==> config.mk <==
export PLATFORM = sky130hd
export DESIGN_NAME = parity_rx_ctrl
export DESIGN_NICKNAME = d
export VERILOG_FILES = /design/src/rtl/rx_pkg.sv /design/src/rtl/rx_ptr_ctrl.sv /design/src/rtl/parity_rx_ctrl.sv
export SDC_FILE = /design/constraint.sdc
export NUM_CORES = 1
export LEC_CHECK = 0
export BUFFER_PORTS_ARGS = -buffer_cell sky130_fd_sc_hd__buf_2
export CAP_MARGIN = 10
export CORE_ASPECT_RATIO = 0.8
export CORE_MARGIN = 2
export CORE_UTILIZATION = 55
export CTS_BUF_LIST = sky130_fd_sc_hd__clkbuf_2
export DETAILED_ROUTE_END_ITERATION = 16
export GPL_TIMING_DRIVEN = 0
export PLACE_DENSITY = 0.82
export SLEW_MARGIN = 15
export SYNTH_ARGS = -nofsm -noshare
export SYNTH_HDL_FRONTEND = slang
export SYNTH_HIERARCHICAL = 1
export SYNTH_SLANG_ARGS = --single-unit
export TNS_END_PERCENT = 100
==> constraint.sdc <==
create_clock -name clk -period 3.1 [get_ports clk]
set_input_delay 0.155 -clock clk [delete_from_list [all_inputs] [get_ports clk]]
set_output_delay 0.155 -clock clk [all_outputs]
set_load 0.05 [all_outputs]
==> src/rtl/rx_pkg.sv <==
// Shared types and helpers for the parity receive controller: FSM state encoding
// and the parity acceptance check.
package rx_pkg;

    typedef enum logic [1:0] {
        INIT = 2'd0,
        IDLE = 2'd1,
        HOLD = 2'd2,
        FULL = 2'd3
    } rx_state_e;

    localparam int ERR_CNT_W = 8;

    // red_xor is the XOR over {par_bit, word}; even parity wants 0, odd wants 1.
    function automatic logic parity_ok(input logic red_xor, input logic odd);
        return red_xor == odd;
    endfunction

endpackage

==> src/rtl/rx_ptr_ctrl.sv <==
// Destination window pointer: write address, advance/wrap, fill detection,
// sticky wrap flag and saturating accepted-word counter.
module rx_ptr_ctrl #(
    parameter int ADDR_W = 12,
    parameter int WRAP   = 0
) (
    input  logic              clk,
    input  logic              rst_n,
    input  logic              clr_i,
    input  logic              load_i,
    input  logic              adv_i,
    input  logic              set_full_i,
    input  logic [ADDR_W-1:0] dst_start_i,
    input  logic [ADDR_W-1:0] dst_end_i,
    output logic [ADDR_W-1:0] wr_addr_o,
    output logic              fill_hit_o,
    output logic              full_o,
    output logic              ovf_o,
    output logic [ADDR_W:0]   word_cnt_o
);

    localparam logic [ADDR_W-1:0] ADDR_ONE = {{(ADDR_W-1){1'b0}}, 1'b1};
    localparam logic [ADDR_W:0]   CNT_ONE  = {{ADDR_W{1'b0}}, 1'b1};
    localparam logic [ADDR_W:0]   CNT_MAX  = {(ADDR_W+1){1'b1}};

    logic [ADDR_W-1:0] wr_addr_q, wr_addr_d;
    logic              last_hit_q, last_hit_d;
    logic              full_q, full_d;
    logic              ovf_q, ovf_d;
    logic [ADDR_W:0]   word_cnt_q, word_cnt_d;
    logic              at_end;

    assign at_end = (wr_addr_q == dst_end_i);

    always_comb begin
        wr_addr_d  = wr_addr_q;
        last_hit_d = last_hit_q;
        full_d     = full_q;
        ovf_d      = ovf_q;
        word_cnt_d = word_cnt_q;
        if (clr_i) begin
            last_hit_d = 1'b0;
            full_d     = 1'b0;
            ovf_d      = 1'b0;
            word_cnt_d = '0;
        end else begin
            if (load_i) begin
                wr_addr_d  = dst_start_i;
                last_hit_d = 1'b0;
            end
            if (adv_i) begin
                // Remember whether this write landed on the last slot; the FSM
                // consults it when the handshake closes.
                last_hit_d = at_end;
                if (word_cnt_q != CNT_MAX) begin
                    word_cnt_d = word_cnt_q + CNT_ONE;
                end
                if (!at_end) begin
                    wr_addr_d = wr_addr_q + ADDR_ONE;
                end else if (WRAP != 0) begin
                    wr_addr_d = dst_start_i;
                    ovf_d     = 1'b1;
                end
            end
            if (set_full_i) begin
                full_d = 1'b1;
            end
        end
    end

    always_ff @(posedge clk or negedge rst_n) begin
        if (!rst_n) begin
            wr_addr_q  <= '0;
            last_hit_q <= 1'b0;
            full_q     <= 1'b0;
            ovf_q      <= 1'b0;
            word_cnt_q <= '0;
        end else begin
            wr_addr_q  <= wr_addr_d;
            last_hit_q <= last_hit_d;
            full_q     <= full_d;
            ovf_q      <= ovf_d;
            word_cnt_q <= word_cnt_d;
        end
    end

    assign wr_addr_o  = wr_addr_q;
    assign fill_hit_o = last_hit_q && (WRAP == 0);
    assign full_o     = full_q;
    assign ovf_o      = ovf_q;
    assign word_cnt_o = word_cnt_q;

endmodule

==> src/rtl/parity_rx_ctrl.sv <==
// Parity-checked four-phase word receiver writing into a destination window.
// Define RX_ERRCNT_EN to add the saturating err_cnt parity error counter port.
module parity_rx_ctrl
    import rx_pkg::*;
#(
    parameter int ADDR_W  = 12,
    parameter int WIDTH   = 16,
    parameter int PAR_ODD = 0,
    parameter int WRAP    = 0
) (
    input  logic              clk,
    input  logic              rst_n,
    input  logic              clr,
    input  logic [ADDR_W-1:0] dst_start,
    input  logic [ADDR_W-1:0] dst_end,
    input  logic [WIDTH-1:0]  bus_d,
    input  logic              par_bit,
    input  logic              req,
    output logic              ack,
    output logic              nack,
    output logic              full,
    output logic              ovf,
    output logic [ADDR_W-1:0] dst_addr,
    output logic              dst_we,
    output logic [WIDTH-1:0]  dst_din,
    output logic [ADDR_W:0]   word_cnt
`ifdef RX_ERRCNT_EN
    ,
    output logic [ERR_CNT_W-1:0] err_cnt
`endif
);

    rx_state_e         state_q, state_d;
    logic              ack_q, ack_d;
    logic              nack_q, nack_d;
    logic              we_q, we_d;
    logic [ADDR_W-1:0] addr_q, addr_d;
    logic [WIDTH-1:0]  din_q, din_d;
    logic [ADDR_W-1:0] wr_addr;
    logic              load, adv, set_full, fill_hit;
    logic              par_good;

    assign par_good = parity_ok(^{par_bit, bus_d}, PAR_ODD != 0);

    always_comb begin
        state_d  = state_q;
        ack_d    = ack_q;
        nack_d   = nack_q;
        we_d     = 1'b0;
        addr_d   = addr_q;
        din_d    = din_q;
        load     = 1'b0;
        adv      = 1'b0;
        set_full = 1'b0;
        if (clr) begin
            state_d = INIT;
            ack_d   = 1'b0;
            nack_d  = 1'b0;
        end else begin
            case (state_q)
                INIT: begin
                    load    = 1'b1;
                    state_d = IDLE;
                end
                IDLE: begin
                    if (req) begin
                        state_d = HOLD;
                        if (par_good) begin
                            we_d   = 1'b1;
                            addr_d = wr_addr;
                            din_d  = bus_d;
                            ack_d  = 1'b1;
                            adv    = 1'b1;
                        end else begin
                            nack_d = 1'b1;
                        end
                    end
                end
                HOLD: begin
                    if (!req) begin
                        ack_d  = 1'b0;
                        nack_d = 1'b0;
                        // Only an accepted word can have filled the window.
                        if (ack_q && fill_hit) begin
                            state_d  = FULL;
                            set_full = 1'b1;
                        end else begin
                            state_d = IDLE;
                        end
                    end
                end
                FULL: begin
                    ack_d  = 1'b0;
                    nack_d = 1'b0;
                end
                default: state_d = INIT;
            endcase
        end
    end

    always_ff @(posedge clk or negedge rst_n) begin
        if (!rst_n) begin
            state_q <= INIT;
            ack_q   <= 1'b0;
            nack_q  <= 1'b0;
            we_q    <= 1'b0;
            addr_q  <= '0;
            din_q   <= '0;
        end else begin
            state_q <= state_d;
            ack_q   <= ack_d;
            nack_q  <= nack_d;
            we_q    <= we_d;
            addr_q  <= addr_d;
            din_q   <= din_d;
        end
    end

    rx_ptr_ctrl #(
        .ADDR_W (ADDR_W),
        .WRAP   (WRAP)
    ) u_ptr (
        .clk         (clk),
        .rst_n       (rst_n),
        .clr_i       (clr),
        .load_i      (load),
        .adv_i       (adv),
        .set_full_i  (set_full),
        .dst_start_i (dst_start),
        .dst_end_i   (dst_end),
        .wr_addr_o   (wr_addr),
        .fill_hit_o  (fill_hit),
        .full_o      (full),
        .ovf_o       (ovf),
        .word_cnt_o  (word_cnt)
    );

`ifdef RX_ERRCNT_EN
    logic                 err_inc;
    logic [ERR_CNT_W-1:0] err_cnt_q, err_cnt_d;

    assign err_inc = !clr && (state_q == IDLE) && req && !par_good;

    always_comb begin
        err_cnt_d = err_cnt_q;
        if (clr) begin
            err_cnt_d = '0;
        end else if (err_inc && (err_cnt_q != {ERR_CNT_W{1'b1}})) begin
            err_cnt_d = err_cnt_q + 8'd1;
        end
    end

    always_ff @(posedge clk or negedge rst_n) begin
        if (!rst_n) begin
            err_cnt_q <= '0;
        end else begin
            err_cnt_q <= err_cnt_d;
        end
    end

    assign err_cnt = err_cnt_q;
`endif

    assign ack      = ack_q;
    assign nack     = nack_q;
    assign dst_we   = we_q;
    assign dst_addr = addr_q;
    assign dst_din  = din_q;

endmodule

==> out/metrics.yaml <==
status: "finished clean"
clockPowerShare_pct: 12.4
final_hold_viol_count: 0
r2r-start: "state_q[1]$_DFFE_PN0P_"
grt_use_met3_pct: 9.32
final.setup.tns_ns: 0
floorplan.die_area_mm2: 0.00685
crit_end: "u_ptr/wr_addr_o[0]$_DFFE_PN0N_"
drtIter0Drc: 171
rsz0062_at_grt: "no"
clk_latency_ns: 0.49
leakage_nw: 2.09
grt_pass1_vias: 2812
end_kind: "flip-flop"
synth_area_per_cell_um2: 10.7
reg2reg_to: "u_ptr/wr_addr_o[0]$_DFFE_PN0N_"
async_reset_ff_share_pct: 100
remaining_drc_errors: 0
grt_max_degree: 61
required_ns: 3.47
ctsHoldBuffers: 25
start_util_pct: 57.4
synth_edf_count: 0
p_switching_mw: 1.79
hold_class: "input pin to flip-flop"
drive_above_1_share_pct: 33.9
p_int_mw: 1.91
via_per_inst: 5.42
path_max_fanout: 18
worstRegToRegCells: 12
multiInputGateArea_mm2: 0.00174
final_cell_area_mm2: 0.00432
n_fill_cell: 425
die_y_um: 74.4
tritoncts: "yes"
timing.slew.headroom_pct: 49.0
routed_wirelength_um: 8320
postSynthCellCount: 319
dpl-instance-area_mm2: 0.00395
clockBufferDepth: 2
setup_viol: 0
ys.flop_type: "dfrtp_1"
grt_busiest_layer: "met2"
rows: 25
seqCellArea_mm2: 0.00150
area_growth_pct: 26.6
critical_path_class: "input pin to flip-flop"
reg2reg_setup_slack_ns: 0.45
p_seq_share_pct: 35.2
grt_first_pass_wirelength_um: 13300
dr.pass1.iters: 5
ys_ff_latch: 60
cap_violations: 0
diodes: 0
globalRouteMet1Util_pct: 33.5
dp_hpwl_um: 5590
cp-startpoint: "bus_d[1]"
cts_sinks: 60
syn-num-nets: 370
clkTransAtPathRegs_ns: 0.17
place.gp.congestion: 0.862
htree_levels: 3
start_kind: "input pin"
grt.met2_usage_pct: 40.0
timing.hold.ws_ns: 0.0469
cts_resized: 0
ant_nets: 0
layout.cells.non_filler: 529
finClkSkew_ns: 0.0162
synth_cell_types: 56
fin_crit_ns: 2.82
power_frac_comb_pct: 52.4
switching_share_pct: 48.4
fp.coreArea_mm2: 0.00594
die-width_um: 92.0
fin_nets: 495
ys_warn_count: 6
io-pin-count: 91
cts-root-buf: "clkbuf_2"
vias: 2866
ir_worst_vdd_uv: 715
finalMaxSlewViolations: 0
synth-seq-area-share_pct: 44.0
grt_usage_pct: 25.3
grt_overflow: 0
power_density_mw_per_mm2: 858
dp.cells: 488
max_clock_freq_ghz: 0.355
postCtsSetupBuffers: 0
worst_slew_pin_slew_ns: 0.764
fin_crit_sh_pct: 90.9
numCtsBuffers: 9
wl_per_cell_um: 15.7
cp.arrival_ns: 3.19
antenna_found_initial: 0
numPortBuffers: 88
syn_area_mm2: 0.00341
[cells in the mapped netlist (6+ instances only)]
cell	count	area [um^2]
nand2_1	14	52.6
nor3_1	6	30.0
dfrtp_1	60	1500
xor2_1	9	78.8
nand4_1	7	43.8
nor2_1	36	135
mux2_4	9	135
a21oi_1	13	65.1
xnor2_1	23	201
ha_1	6	75.1
inv_1	16	60.1
nand3_1	10	50.1
mux2i_1	7	70.1
and3_1	7	43.8
clkbuf_1	6	22.5
mux2_2	20	225
[cells in the final DEF, fill, tap and decap left out, types with 5 or more instances in the layout]
cell / instances
clkbuf_1: 6
buf_4: 5
xnor2_1: 23
a21oi_1: 13
inv_1: 16
mux2_4: 9
nor3_1: 6
clkbuf_2: 9
and3_1: 7
buf_2: 89
nand4_1: 7
dlygate4sd3_1: 26
nand2_1: 14
mux2i_1: 7
nand3_1: 10
dfrtp_1: 60
ha_1: 6
xor2_1: 9
nor2_1: 36
mux2_2: 20
[per-layer routing]
metal,routed length (um),vias up
met2,3880,107
met1,3680,1377
met4,126,0
met3,635,12
met5,0,-
li1,-,1370
[cell families after synthesis]
group	synth area share (%)
other cells	0.110
buf+inv	5.06
xor+xnor	10.8
compound gates	10.1
simple gates	15.0
flops	44.0
fa+ha+maj	2.20
mux	12.6
[worst max-delay path: stages]
cell and delay (ns):
dlygate4sd3_1 0.53, buf_2 0.15, xnor2_1 0.15, xnor3_1 0.45, xnor2_2 0.17, xnor2_2 0.21
nor3_4 0.19, buf_6 0.19, buf_12 0.18, nor2_1 0.08, nor2_1 0.11, o41ai_2 0.16
and2_1 0.19, a221o_1 0.27
[metrics by stage]
step                      util, %  total power [mW]  setup WS, ns
after floorplan                 -              2.75         0.751
after global placement       66.5              3.14         0.389
after detailed placement     66.5              3.20         0.333
after CTS                    72.4              3.69         0.306
after global routing         72.6              3.90         0.171
final                        72.6              3.70         0.281
[state kept, by name (all words and copies together), names as in the netlist, 2 cells and up]
register and cells:
dst_addr 12, dst_din 16, state_q 2, u_ptr/word_cnt_o 13, u_ptr/wr_addr_o 12
[power groups by stage]
| stage | sequential [mW] | clock [mW] | combinational (mW) |
|---|---|---|---|
| final | 1.30 | 0.459 | 1.94 |
| after global routing | 1.34 | 0.499 | 2.05 |
| after CTS | 1.29 | 0.470 | 1.93 |
| after detailed placement | 1.31 | 0 | 1.90 |
| after global placement | 1.29 | 0 | 1.85 |
| after floorplan | 1.93 | 0 | 0.816 |
[worst min-delay path by stage]
stage | startpoint | to | depth (start not counted)
finish | dst_start[9] | u_ptr/wr_addr_o[9]$_DFFE_PN0N_ | 4
global route | dst_start[9] | u_ptr/wr_addr_o[9]$_DFFE_PN0N_ | 4
CTS | dst_start[8] | u_ptr/wr_addr_o[8]$_DFFE_PN0N_ | 3
detailed placement | rst_n | dst_din[8]$_DFFE_PN0P_ | 1
global placement | dst_start[0] | u_ptr/wr_addr_o[0]$_DFFE_PN0N_ | 2
floorplan | rst_n | ack$_DFFE_PN0P_ | 0
[final cells by class]
cell class	count	share of cell area [%]
buffer	16	2.52
clock buffer	9	1.04
clock inverter	6	1.30
inverter	17	1.48
multi-input combinational	226	40.2
sequential	60	34.8
tap	81	2.35
timing repair buffer	114	16.3
Note: power is estimated with default switching activity, not from simulation.
